--- config.mk ---
export PLATFORM = sky130hd
export DESIGN_NAME = mux_2to1
export DESIGN_NICKNAME = d
export VERILOG_FILES = /design/src/rtl/mux_2to1.sv
export SDC_FILE = /design/constraint.sdc
export NUM_CORES = 1
export LEC_CHECK = 0
export BUFFER_PORTS_ARGS = -buffer_cell sky130_fd_sc_hd__buf_2
export CAP_MARGIN = 20
export CORE_AREA = 2 2 39 41
export DETAILED_ROUTE_END_ITERATION = 10
export DIE_AREA = 0 0 41 43
export PLACE_DENSITY = 0.66
export SYNTH_ARGS = -nofsm -noshare
export SYNTH_HDL_FRONTEND = slang
export SYNTH_SLANG_ARGS = --single-unit
--- constraint.sdc ---
create_clock -name clk -period 2.1 [get_ports clk]
set_clock_uncertainty 0.2 [all_clocks]
set_input_delay 0 -clock clk [delete_from_list [all_inputs] [get_ports clk]]
set_output_delay 0 -clock clk [all_outputs]
set_load 0.05 [all_outputs]
--- src/rtl/mux_2to1.sv ---
// 2:1 selector: combinational output Y plus a registered copy, registered select
// and a saturating count of select transitions for debug visibility.
module mux_2to1 #(
    parameter int WIDTH = 1,
    parameter int CNT_W = 8
) (
    input  logic             clk,
    input  logic             rst,
    input  logic [WIDTH-1:0] A,
    input  logic [WIDTH-1:0] B,
    input  logic             S,
    input  logic             en,
    output logic [WIDTH-1:0] Y,
    output logic [WIDTH-1:0] Y_r,
    output logic             sel_r,
    output logic [CNT_W-1:0] sw_cnt
);

    function automatic logic [CNT_W-1:0] sat_inc(input logic [CNT_W-1:0] v);
        return (&v) ? v : v + CNT_W'(1);
    endfunction

    logic [WIDTH-1:0] y_r_q, y_r_d;
    logic             sel_r_q, sel_r_d;
    logic             s_prev_q, s_prev_d;
    logic [CNT_W-1:0] sw_cnt_q, sw_cnt_d;

    // Plain conditional keeps X-select merging: bits where A==B still resolve.
    assign Y = S ? B : A;

    always_comb begin
        y_r_d    = y_r_q;
        sel_r_d  = sel_r_q;
        s_prev_d = S;
        sw_cnt_d = sw_cnt_q;
        if (en) begin
            y_r_d   = Y;
            sel_r_d = S;
        end
        if (S != s_prev_q) begin
            sw_cnt_d = sat_inc(sw_cnt_q);
        end
    end

    always_ff @(posedge clk) begin
        if (rst) begin
            y_r_q    <= '0;
            sel_r_q  <= 1'b0;
            s_prev_q <= 1'b0;
            sw_cnt_q <= '0;
        end else begin
            y_r_q    <= y_r_d;
            sel_r_q  <= sel_r_d;
            s_prev_q <= s_prev_d;
            sw_cnt_q <= sw_cnt_d;
        end
    end

    assign Y_r    = y_r_q;
    assign sel_r  = sel_r_q;
    assign sw_cnt = sw_cnt_q;

endmodule

# == After elaboration in Yosys (flattened, before gate mapping) ==
# Cells that the tools add are included.
# op_classes
n_bitwise,1
reduce_logical,2
mux,1
n_addsub,1
eq_ne,1
# op_table
op,count
$add A8 B1 Y8 const B,1
$reduce_and A8 Y1,1
$reduce_and A2 Y1,1
$mux W1,1
$ne A1 B1 Y1,1
$not A1 Y1,1
# totals
input_bits,6
wordCells,10
reg_bits,11

# == Logic depth before layout (Yosys ltp) ==
# depth
word_depth,3
depth_mapped,5
depth_no_buf,5

# == Least setup slack after synthesis ==
# OpenSTA, ideal clock, no wires.
# synth_path
kind,register to register
startpoint,register sw_cnt_q[0] (netlist: sw_cnt[0])
endpoint,register sw_cnt_q[1] (netlist: sw_cnt[1])
path_buffers,0
path_stages_with_launch,6
synth_period_minus_slack_ns,1.940
required_time_ns,1.772
slack_ns,0.160
arrival_ns,1.612
path_cell_list,dfxtp_1 -> ha_1 -> nand3_1 -> o21ai_0 -> mux2i_1 -> nor2_1
# synth_via
elab_chain_len,3
elab_cells_between_ends,4
classes_between,add/sub (1); bitwise (1); reduce/logical (2)
# synth_rtl
item,line_no,text
"start, declared",26,"logic [CNT_W-1:0] sw_cnt_q, sw_cnt_d;"
"start signal, assigned",55,sw_cnt_q <= sw_cnt_d;
"parallel branches: the longest is 3 deep, another holds $add A8 B1 Y8",-,
# Several ways; the timed one is not identified.
# A chain may end at the register's enable or synchronous reset.

# == Worst setup path after layout ==
# layout_path
startpoint,input port S
endpoint,register y_r_q (netlist: Y_r)
# layout_via
elab_chain_len,1
# layout_rtl
item,line_no,text
"start, declared",11,"input logic S,"
$mux W1,29,assign Y = S ? B : A;
"end signal, assigned",52,y_r_q <= y_r_d;
"end, declared",23,"logic [WIDTH-1:0] y_r_q, y_r_d;"
# No other way between the ends.

==> results.sh <==
export IMPL_max_freq_mhz=542
export IMPL_initial_core_util_pct=36.3
export IMPL_max_stage_delay_ns=0.57
export IMPL_cts_max_level=1
export IMPL_drcViolationCount=0
export IMPL_core_um2=1380
export IMPL_post_cts_buffers=0
export IMPL_clk_pin_slew_worst_paths_ns=0.07
export IMPL_critPathCapture="Y_r$_SDFFE_PP0P_"
export IMPL_insertion_delay_ns=0.27
export IMPL_syn_avg_cell_area_um2=9.49
export IMPL_clkSinkCount=11
export IMPL_cts_buffers=3
export IMPL_ir_worst_vdd_uv=315
export IMPL_total_power_mw=0.464
export IMPL_diodes=0
export IMPL_firstDrtPassIters=4
export IMPL_regArea_um2=220
export IMPL_syn_num_nets=60
export IMPL_antenna_found_initial=0
export IMPL_grt_max_degree=12
export IMPL_hp_class="in -> out"
export IMPL_viasPerCell=5.17
export IMPL_ys_types=25
export IMPL_wl_um=1070
export IMPL_leakagePower_nw=0.288
export IMPL_drive_gt1_share_pct=28.6
export IMPL_path_max_fanout=4
export IMPL_slew_limit_headroom_pct=76.7
export IMPL_vias=481
export IMPL_wire_per_inst_um=11.5
export IMPL_netlist_instances=53
export IMPL_gp_congestion=0.740
export IMPL_hold_viol_final=0
export IMPL_die_w_um=41
export IMPL_worst_path_buf_inv=3
export IMPL_netlist_area_um2=503
export IMPL_cp_start_kind="input pin"
export IMPL_r2r_end="sw_cnt[6]$_SDFFE_PP0P_"
export IMPL_drtIter0Drc=17
export IMPL_crit_type="in -> reg"
export IMPL_cpMostUsedCell="dlygate4sd3_1"
export IMPL_status="finished clean"
export IMPL_placement_rows=14
export IMPL_r2r_start="sw_cnt[0]$_SDFFE_PP0P_"
export IMPL_pin_count=17
export IMPL_min_from="A"
export IMPL_worst_pin_slew_ns=0.345
export IMPL_final_common_cell="buf_2"
export IMPL_die_h_um=43
export IMPL_cts_root_buf="clkbuf_4"
export IMPL_finalWorstSetupSlack_ns=0.256
export IMPL_rrSetupSlack_ns=0.44
export IMPL_whs_ns=0.268
export IMPL_antenna_left=0
export IMPL_path_cells="dlygate4sd3_1 -> buf_2 -> mux2_2 -> mux2i_1 -> nor2_1 -> dlygate4sd3_1"
export IMPL_reg2reg_depth=5
export IMPL_ys_ff_latch=11
export IMPL_dpl_instance_area_um2=599
export IMPL_ctsResizeCount=0
export IMPL_fin_nets=85
export IMPL_n_fill_cell=137
export IMPL_crit_path_start="S"
export IMPL_fin_setup_tns_ns=0
export IMPL_ys_warnings_count=0
export IMPL_die_area_um2=1760
export IMPL_dp_cells=84
export IMPL_grt_first_pass_wirelength_um=1690
export IMPL_mostFrequentLayoutCells="buf_2, dfxtp_1, nor2_1"
export IMPL_multi_input_comb_area_um2=272
export IMPL_gr_total_overflow=0
export IMPL_grtUsageTotal_pct=14.6
export IMPL_ys_seq_area_share_pct=43.8
export IMPL_setup_violations=0
export IMPL_hold_path_depth=3
export IMPL_power_density_nw_per_um2=686
export IMPL_portBuffers=16
export IMPL_cts_buffer_depth=2
export IMPL_final_cells=93
export IMPL_syn_to_final_growth_pct=34.3
export IMPL_crit_path_end_kind="register"
export IMPL_finalCritPeriodShare_pct=87.8
export IMPL_cap_violations=0
export IMPL_pre_cts_slack_ns=0.459
export IMPL_crit_cells=6
export IMPL_fin_area_um2=676
export IMPL_grt_pass1_vias=399
export IMPL_cp_top_family="buffers and inverters"
export IMPL_crit_arrival_ns=1.80
export IMPL_finalCriticalPeriod_ns=1.84
export IMPL_rsz0062_at_grt="false"
export IMPL_final_max_slew_violation_count=0
export IMPL_slowest_stage="dlygate4sd3_1"
export IMPL_cts_tree="yes"
export IMPL_fin_util_pct=48.8
export IMPL_worstPathRequired_ns=2.06
state kept, by name, summed over array words and instances (netlist names):
name,flops
Y_r,1
s_prev_q,1
sel_r,1
sw_cnt,8
worst min path at each step:
stage / end / slack, ns
floorplan: s_prev_q$_SDFF_PP0_ / -0.13
global placement: Y_r$_SDFFE_PP0P_ / 0.08
detailed placement: Y_r$_SDFFE_PP0P_ / 0.09
CTS: Y / 0.27
global route: Y / 0.28
finish: Y / 0.27
logic make-up (layout without fill, tap and decap cells):
logic type / count (synthesis) / count (layout) / synth area share (%)
AOI/OAI and AO/OA: 12 / 12 / 16.2
xor gates and xnor gates: 3 / 3 / 6.72
adders and majority gates: 1 / 1 / 2.49
buffers and inverters: 3 / 27 / 2.24
DFF: 11 / 11 / 43.8
muxes: 4 / 4 / 8.21
and+or+nand+nor: 19 / 19 / 20.4
cell usage after synthesis, drive strengths merged:
master | count | area share [%]
a41oi | 1 | 1.7
and2 | 2 | 2.5
nand4 | 2 | 3.7
a211oi | 2 | 3.0
a21oi | 3 | 3.0
dfxtp | 11 | 44
mux2i | 3 | 6.0
nor3 | 2 | 2.0
and4 | 1 | 1.7
inv | 2 | 1.5
mux2 | 1 | 2.2
or3 | 1 | 1.2
a31oi | 1 | 1.2
nand2 | 1 | 0.75
a311oi | 2 | 3.5
xor2 | 3 | 6.7
clkbuf | 1 | 0.75
ha | 1 | 2.5
nand3 | 2 | 2.0
nor2b | 1 | 1.2
nor2 | 7 | 5.2
o21ai | 2 | 2.0
o2111ai | 1 | 1.7
worst register-to-register path: stages (launching register included):
cell	delay, ns
dfxtp_1	0.41
ha_1	0.21
and2_1	0.18
and2_1	0.19
a41oi_1	0.13
a311oi_1	0.25
report_power, final:
part / leakage (nW) / total, mW / internal [mW] / switching [mW]
Clock: 0.0150 / 0.146 / 0.0737 / 0.0725
Sequential: 0.0897 / 0.228 / 0.218 / 0.0101
Combinational: 0.183 / 0.0892 / 0.0298 / 0.0594
Total: 0.288 / 0.464 / 0.322 / 0.142
layout make-up:
class	instances	area share, %
timing repair buffer	21	19.3
tap	16	2.96
sequential	11	32.6
inverter	2	1.11
multi-input combinational	39	40.2
clock buffer	4	3.89
routing by layer:
metal / routed length [um] / global-route usage [%] / vias up
met5: 0 / 0 / -
met4: 29 / 10.0 / 0
met1: 502 / 21.3 / 215
met2: 477 / 18.4 / 19
li1: - / - / 244
met3: 59 / 3.14 / 3
timing repair:
action | in CTS | in global routing
hold buffers | 6 | 0
endpoints found under the hold margin | 11 | 0
setup endpoints to repair | 0 | 1
No activity file was read; power rests on OpenSTA's default activity.
